**config.mk**
```make
export PLATFORM = sky130hd
export DESIGN_NAME = window_unload_8_flat
export DESIGN_NICKNAME = d
export VERILOG_FILES = /design/src/rtl/window_unload_8_pkg.sv /design/src/rtl/window_unload_8_if.sv /design/src/rtl/window_unload_8_sum_tree_8.sv /design/src/rtl/window_unload_8.sv /design/src/flat_wrapper.sv
export SDC_FILE = /design/constraint.sdc
export NUM_CORES = 1
export LEC_CHECK = 0
export ABC_CLOCK_PERIOD_IN_PS = 8550
export CAP_MARGIN = 5
export CORE_UTILIZATION = 30
export DETAILED_ROUTE_END_ITERATION = 10
export DONT_BUFFER_PORTS = 1
export PLACE_DENSITY = 0.55
export SLEW_MARGIN = 30
export SYNTH_ARGS = -nofsm -noshare
export SYNTH_HDL_FRONTEND = slang
export SYNTH_SLANG_ARGS = --single-unit
```
**constraint.sdc**
```tcl
create_clock -name clk -period 8.55 [get_ports clk]
set_clock_uncertainty 0.05 [all_clocks]
set_input_delay 0 -clock clk [delete_from_list [all_inputs] [get_ports clk]]
set_output_delay 0 -clock clk [all_outputs]
set_load 0.05 [all_outputs]
```
**src/rtl/window_unload_8_pkg.sv**
```systemverilog
// Shared definitions for the window pipeline: depth, beat-index type and FSM encoding.
// Used by the shift register, this unloader and the feature unit.
package window_unload_8_pkg;

    localparam int WIN_DEPTH = 8;
    localparam int IDX_W     = 3;

    typedef logic [IDX_W-1:0] idx_t;

    localparam logic [0:0] STATE_IDLE = 1'b0;
    localparam logic [0:0] STATE_SEND = 1'b1;

    function automatic logic is_last(input idx_t idx);
        return idx == idx_t'(WIN_DEPTH - 1);
    endfunction

endpackage

```
**src/rtl/window_unload_8_if.sv**
```systemverilog
// Serial valid/ready word stream from the window unloader to the feature unit.
interface window_unload_8_if #(
    parameter int INPUT_WIDTH = 37
) ();
    import window_unload_8_pkg::*;

    logic signed [INPUT_WIDTH-1:0] dout;
    logic                          dout_valid;
    logic                          dout_ready;
    logic                          dout_last;
    idx_t                          dout_idx;

    modport master (
        output dout,
        output dout_valid,
        output dout_last,
        output dout_idx,
        input  dout_ready
    );

    modport slave (
        input  dout,
        input  dout_valid,
        input  dout_last,
        input  dout_idx,
        output dout_ready
    );

endinterface

```
**src/rtl/window_unload_8_sum_tree_8.sv**
```systemverilog
// Combinational 8-input signed adder tree; every input is sign-extended to SUM_WIDTH
// before the first level so no level can wrap.
module sum_tree_8
    import window_unload_8_pkg::*;
#(
    parameter int INPUT_WIDTH = 37,
    parameter int SUM_WIDTH   = INPUT_WIDTH + 3
) (
    input  logic signed [INPUT_WIDTH-1:0] din_i [WIN_DEPTH],
    output logic signed [SUM_WIDTH-1:0]   sum_o
);

    logic signed [SUM_WIDTH-1:0] ext_s  [WIN_DEPTH];
    logic signed [SUM_WIDTH-1:0] lvl1_s [WIN_DEPTH/2];
    logic signed [SUM_WIDTH-1:0] lvl2_s [WIN_DEPTH/4];

    // Three-level balanced reduction of the extended taps
    always_comb begin
        for (int k = 0; k < WIN_DEPTH; k++) begin
            ext_s[k] = SUM_WIDTH'(din_i[k]);
        end
        for (int k = 0; k < WIN_DEPTH/2; k++) begin
            lvl1_s[k] = ext_s[2*k] + ext_s[2*k+1];
        end
        for (int k = 0; k < WIN_DEPTH/4; k++) begin
            lvl2_s[k] = lvl1_s[2*k] + lvl1_s[2*k+1];
        end
        sum_o = lvl2_s[0] + lvl2_s[1];
    end

endmodule

```
**src/rtl/window_unload_8.sv**
```systemverilog
// Parallel-in/serial-out reader for the 8-tap window: captures on win_valid, streams
// oldest-first over valid/ready and publishes the signed window sum.
module window_unload_8
    import window_unload_8_pkg::*;
#(
    parameter int INPUT_WIDTH = 37,
    parameter int REG_DEPTH   = 8,
    parameter int SUM_WIDTH   = INPUT_WIDTH + 3
) (
    input  logic                          clk,
    input  logic                          rst,
    input  logic                          en_i,
    input  logic                          win_valid_i,
    input  logic signed [INPUT_WIDTH-1:0] din_stage1_i,
    input  logic signed [INPUT_WIDTH-1:0] din_stage2_i,
    input  logic signed [INPUT_WIDTH-1:0] din_stage3_i,
    input  logic signed [INPUT_WIDTH-1:0] din_stage4_i,
    input  logic signed [INPUT_WIDTH-1:0] din_stage5_i,
    input  logic signed [INPUT_WIDTH-1:0] din_stage6_i,
    input  logic signed [INPUT_WIDTH-1:0] din_stage7_i,
    input  logic signed [INPUT_WIDTH-1:0] din_stage8_i,
    output logic                          win_ack_o,
    output logic signed [SUM_WIDTH-1:0]   win_sum_o,
    output logic                          busy_o,
    window_unload_8_if.master             dout_if
);

    logic [0:0]                    state_q, state_d;
    idx_t                          idx_q, idx_d;
    logic signed [INPUT_WIDTH-1:0] win_buf_q [REG_DEPTH];
    logic signed [INPUT_WIDTH-1:0] win_buf_d [REG_DEPTH];
    logic signed [SUM_WIDTH-1:0]   sum_q, sum_d;
    logic signed [INPUT_WIDTH-1:0] dout_q, dout_d;
    logic                          last_q, last_d;

    logic signed [INPUT_WIDTH-1:0] taps_s [WIN_DEPTH];
    logic signed [SUM_WIDTH-1:0]   tap_sum_s;
    logic                          xfer_s, last_xfer_s, capture_s;

    // Buffer slot 0 holds the oldest tap so the stream order is simply idx order
    assign taps_s[0] = din_stage8_i;
    assign taps_s[1] = din_stage7_i;
    assign taps_s[2] = din_stage6_i;
    assign taps_s[3] = din_stage5_i;
    assign taps_s[4] = din_stage4_i;
    assign taps_s[5] = din_stage3_i;
    assign taps_s[6] = din_stage2_i;
    assign taps_s[7] = din_stage1_i;

    sum_tree_8 #(
        .INPUT_WIDTH (INPUT_WIDTH),
        .SUM_WIDTH   (SUM_WIDTH)
    ) u_sum_tree (
        .din_i (taps_s),
        .sum_o (tap_sum_s)
    );

    // Next-state: capture in IDLE or on the last beat, otherwise advance on transfer
    always_comb begin
        xfer_s      = !en_i && (state_q == STATE_SEND) && dout_if.dout_ready;
        last_xfer_s = xfer_s && is_last(idx_q);
        capture_s   = !rst && !en_i && win_valid_i && ((state_q == STATE_IDLE) || last_xfer_s);

        state_d   = state_q;
        idx_d     = idx_q;
        win_buf_d = win_buf_q;
        sum_d     = sum_q;
        if (capture_s) begin
            win_buf_d = taps_s;
            sum_d     = tap_sum_s;
            state_d   = STATE_SEND;
            idx_d     = 3'd0;
        end else if (last_xfer_s) begin
            state_d = STATE_IDLE;
            idx_d   = 3'd0;
        end else if (xfer_s) begin
            idx_d = idx_q + 3'd1;
        end else begin
            idx_d = idx_q;
        end

        if (state_d == STATE_SEND) begin
            dout_d = win_buf_d[idx_d];
            last_d = is_last(idx_d);
        end else begin
            dout_d = {INPUT_WIDTH{1'b0}};
            last_d = 1'b0;
        end
    end

    // State, buffer and registered stream outputs
    always_ff @(posedge clk) begin
        if (rst) begin
            state_q <= STATE_IDLE;
            idx_q   <= 3'd0;
            sum_q   <= {SUM_WIDTH{1'b0}};
            dout_q  <= {INPUT_WIDTH{1'b0}};
            last_q  <= 1'b0;
            for (int k = 0; k < REG_DEPTH; k++) begin
                win_buf_q[k] <= {INPUT_WIDTH{1'b0}};
            end
        end else begin
            state_q   <= state_d;
            idx_q     <= idx_d;
            sum_q     <= sum_d;
            dout_q    <= dout_d;
            last_q    <= last_d;
            win_buf_q <= win_buf_d;
        end
    end

    assign win_ack_o          = capture_s;
    assign win_sum_o          = sum_q;
    assign busy_o             = (state_q == STATE_SEND);
    assign dout_if.dout       = dout_q;
    assign dout_if.dout_valid = (state_q == STATE_SEND);
    assign dout_if.dout_idx   = idx_q;
    assign dout_if.dout_last  = last_q;

endmodule

```
**src/flat_wrapper.sv**
```systemverilog
// flat-port wrapper written by rule: the top's interface ports become plain ports
module window_unload_8_flat import window_unload_8_pkg::*;
#(
    parameter int INPUT_WIDTH = 37,
    parameter int REG_DEPTH   = 8,
    parameter int SUM_WIDTH   = INPUT_WIDTH + 3
)
  (clk, rst, en_i, win_valid_i, din_stage1_i, din_stage2_i, din_stage3_i, din_stage4_i, din_stage5_i, din_stage6_i, din_stage7_i, din_stage8_i, win_ack_o, win_sum_o, busy_o, dout_if_dout, dout_if_dout_valid, dout_if_dout_last, dout_if_dout_idx, dout_if_dout_ready);
  window_unload_8_if #(.INPUT_WIDTH(INPUT_WIDTH)) dout_if_i ();
  input  logic clk;
  input  logic rst;
  input  logic en_i;
  input  logic win_valid_i;
  input  logic signed [INPUT_WIDTH-1:0] din_stage1_i;
  input  logic signed [INPUT_WIDTH-1:0] din_stage2_i;
  input  logic signed [INPUT_WIDTH-1:0] din_stage3_i;
  input  logic signed [INPUT_WIDTH-1:0] din_stage4_i;
  input  logic signed [INPUT_WIDTH-1:0] din_stage5_i;
  input  logic signed [INPUT_WIDTH-1:0] din_stage6_i;
  input  logic signed [INPUT_WIDTH-1:0] din_stage7_i;
  input  logic signed [INPUT_WIDTH-1:0] din_stage8_i;
  output logic win_ack_o;
  output logic signed [SUM_WIDTH-1:0] win_sum_o;
  output logic busy_o;
  output wire logic [$bits(dout_if_i.dout)-1:0] dout_if_dout;
  output wire logic [$bits(dout_if_i.dout_valid)-1:0] dout_if_dout_valid;
  output wire logic [$bits(dout_if_i.dout_last)-1:0] dout_if_dout_last;
  output wire logic [$bits(dout_if_i.dout_idx)-1:0] dout_if_dout_idx;
  input wire logic [$bits(dout_if_i.dout_ready)-1:0] dout_if_dout_ready;
  assign dout_if_dout = dout_if_i.dout;
  assign dout_if_dout_valid = dout_if_i.dout_valid;
  assign dout_if_dout_last = dout_if_i.dout_last;
  assign dout_if_dout_idx = dout_if_i.dout_idx;
  assign dout_if_i.dout_ready = dout_if_dout_ready;
  window_unload_8 #(.INPUT_WIDTH(INPUT_WIDTH), .REG_DEPTH(REG_DEPTH), .SUM_WIDTH(SUM_WIDTH)) u_core (.clk(clk), .rst(rst), .en_i(en_i), .win_valid_i(win_valid_i), .din_stage1_i(din_stage1_i), .din_stage2_i(din_stage2_i), .din_stage3_i(din_stage3_i), .din_stage4_i(din_stage4_i), .din_stage5_i(din_stage5_i), .din_stage6_i(din_stage6_i), .din_stage7_i(din_stage7_i), .din_stage8_i(din_stage8_i), .win_ack_o(win_ack_o), .win_sum_o(win_sum_o), .busy_o(busy_o), .dout_if(dout_if_i));
endmodule
```
==> results.md <==
- Critical Path AT: 4.98 ns
- WS Path Type: input port to flop
- TritonCTS clock tree: built
- Cell Pwr Density: 307 nW/um2
- Synth-to-layout area growth: 23.2%
- Most used DFF post-synth: dfxtp_1
- CTS Buf Count: 48
- RSZ-0062 raised after global routing: false
- Final period utilization: 53.5%
- Register clock-pin slew on the reported worst setup and hold paths: 0.06 ns
- Syn Inst Count: 2,885
- # DRC: 0
- Vias in the first global route: 20,211
- Clock sink count: 378
- DRT Pass-1 Iters: 5
- Final hold violation count: 0
- Fin area: 29,000 um2
- Final core occ: 37.4%
- Asr flop ratio synth: 0%
- Mapped Nets: 3,453
- Total grt overflow: 0
- Sw Share: 43.2%
- Layout cell share with drive strength beyond 1: 3.75%
- Fillers: 7,958
- First-pass GRT wire length: 119,000 um
- VDD IR-drop max: 0.170 mV
- Worst setup EP type: flop
- Avg WL per Cell: 18.9 um
- Crit path launch type: input port
- DR vias: 19,974
- Initial DRC count: 1,328
- Worst Path Buf+Inv: 3
- Vias per cell: 4.81
- PortBufs: 0
- Setup bufs post-CTS: 0
- DP HPWL: 52,300 um
- Max FO, Critical Path: 3
- Setup_tns: 0 ns
- Leak pwr: 12.5 nW
- Routed Antenna Nets: 0
- Crit-path max cell delay: 0.58 ns
- Cell area after synthesis: 23,500 um2
- Area of the core: 77,500 um2
- Post-DP Area: 24,300 um2
- Maxcap violations: 0
- Fin nets: 3,648
- # IOs: 385
- H-tree depth: 2
- DP Worst Slack: 3.59 ns
- Die width: 282 um
- Most numerous cell on the critical path: fa_1
- Fmax: 0.219 GHz
- Int Power: 0.00505 W
- FF+latch count, synth: 378
- Post-cts sizing count: 0
- Hold Path Class: input port to flop
- Critical-path cell list: dlygate4sd3_1 -> fa_1 -> inv_1 -> fa_1 -> fa_1 -> fa_1 -> inv_1 -> ha_1 -> a21oi_1 -> o22ai_1 -> o41ai_2 -> o21ai_2 -> a31oi_1 -> o311a_1 -> a31oi_1 -> xnor2_1 -> o21ai_1
- Seq pwr share: 24.0%
- CP top delay family: adder cells
- Setup WS post-layout: 3.98 ns
- YS warnings: 0
- CTS root buf: clkbuf_16
- Clock Tree Buf Depth: 3
- Gpl congestion: 0.800
- Mean post-synth cell area: 8.15 um2
- Distinct cells, synth: 66
- Period minus WS final: 4.57 ns
- Antenna violations before repair: 1
- # diodes: 0
- Seq/Total Area, Yosys: 32.2%
- DRT Wirelength: 78,600 um
- Rel. slew slack: 36.6%
- Net Sw Power: 0.00384 W
- Die area: 79,500 um2
- Gr usage total: 19.3%
- Power share of the clock group: 23.6%
- Slowest CP cell: dlygate4sd3_1
- Comb pwr share: 52.4%
- Max-slew violation count: 0
- Worst-margin pin slew: 0.952 ns
- Status: finished clean
- Total power after layout: 0.00889 W
- Die height: 282 um
- Worst skew pair latency: 0.59 ns
- Setup violations, final: 0
- FP Rows: 102
- Worst Path Required: 8.95 ns
- Initial Util: 30.4%
- Pin count of the biggest net entering global routing: 341
- EDFF count, synth: 0
synth_stat cells, drive strengths merged (3+ instances only):
cell	number	area, um2
nor3b	3	22.5
nand4	10	62.6
nand3b	18	135
xnor2	21	184
nand3	9	45.0
o21a	7	52.6
a211oi	8	60.1
a21oi	361	1820
o211ai	3	27.5
xor2	14	123
fa	225	4500
or2	3	18.8
o22ai	37	231
a31oi	5	31.3
nand2b	3	18.8
a21o	17	129
nor2	24	90.1
and3	3	20.0
o21ai	192	972
ha	42	526
dfxtp	378	7570
inv	405	1520
o21bai	3	22.5
nor2b	5	31.3
nor3	8	45.0
or3	4	25.0
buf	46	233
mux2i	149	1490
nand2	725	2720
o31ai	3	36.3
clkbuf	128	490
cell usage in the layout, fill, tap and decap left out, types with 7 or more instances in the layout:
cell	n
nand3_1	9
o21a_1	7
clkbuf_8	11
a21oi_1	358
o22ai_1	37
o21ai_0	163
dlygate4sd3_1	303
mux2i_1	149
nor2_1	23
inv_1	404
a211oi_1	8
xnor2_1	21
nand4_1	10
clkbuf_1	13
xor2_1	14
nor3_1	7
nand3b_1	18
fa_1	225
ha_1	42
buf_4	12
o21ai_1	26
clkbuf_16	49
a21o_1	16
nand2_1	723
dfxtp_1	377
cells by family after synthesis:
kind of cell    after synthesis  synth area share (%)
compound gates              653                  15.2
xor+xnor                     35                  1.30
fa+ha+maj                   267                  21.4
buf+inv                     581                  9.63
flops                       378                  32.2
mux                         149                  6.34
simple gates                822                  14.0
final cells by class:
type,instances,area [um2],share of cell area (%)
clock buffer,73,1430,4.92
clock inverter,13,186,0.643
inverter,405,1530,5.27
multi-input combinational,1926,13700,47.3
sequential,378,7570,26.1
tap,1040,1300,4.49
timing repair buffer,321,3260,11.2
power by group through the flow:
stage / clock network [W] / registers [W] / logic, W
3_5_place_dp: 0 / 0.00217 / 0.00455
2_1_floorplan: 0 / 0.00211 / 0.00340
5_1_grt: 0.00223 / 0.00214 / 0.00522
3_3_place_gp: 0 / 0.00217 / 0.00456
4_1_cts: 0.00216 / 0.00213 / 0.00473
6_report: 0.00210 / 0.00213 / 0.00466
sequential cells by signal (all words and copies together) (netlist names):
register	count
u_core.busy_o	1
u_core.win_sum_o	40
u_core.win_buf_q	296
u_core.dout_if.dout_last	1
u_core.dout_if.dout_idx	3
u_core.dout_if.dout	37
per-stage QoR:
| step | cells | hold slack, ns |
|---|---|---|
| floorplan | 2885 | 0.0860 |
| global placement | 3764 | 0.0497 |
| detailed placement | 3764 | 0.0523 |
| CTS | 4153 | 0.000924 |
| global route | 4156 | 0.0298 |
| finish | 4156 | 0.0404 |
layer usage:
layer	part of all wire (%)	vias up	global-route usage (%)
li1	-	9592	-
met1	40	9680	23.4
met2	50	563	33.4
met3	7.0	139	4.35
met4	3.6	0	6.84
met5	0	-	0
path summary, 6_finish.rpt:
check / cells past startpoint / slack (ns) / endpoint / from
setup / recovery: 17 / 3.98 / u_core.win_sum_o[39] / din_stage1_i[0]
hold / removal: 3 / 0.04 / u_core.win_buf_q[30] / din_stage1_i[30]
setup reg to reg: 10 / 4.03 / u_core.dout_if.dout[5] / u_core.dout_if.dout_idx[0]
hold reg to reg: 2 / 0.40 / u_core.win_buf_q[138] / u_core.win_buf_q[138]
tightest hold or removal path: cells and delay by family:
| family | cells | cell delay [ns] |
|---|---|---|
| buffers and inverters | 1 | 0.53 |
| AND/OR/NAND/NOR | 1 | 0.06 |
| AO/OA/AOI/OAI | 1 | 0.05 |
repair_timing:
item	CTS	global route
setup endpoints to repair	0	0
hold endpoints to repair	377	64
hold buffers	303	1
(Power assumes the default switching activity.)
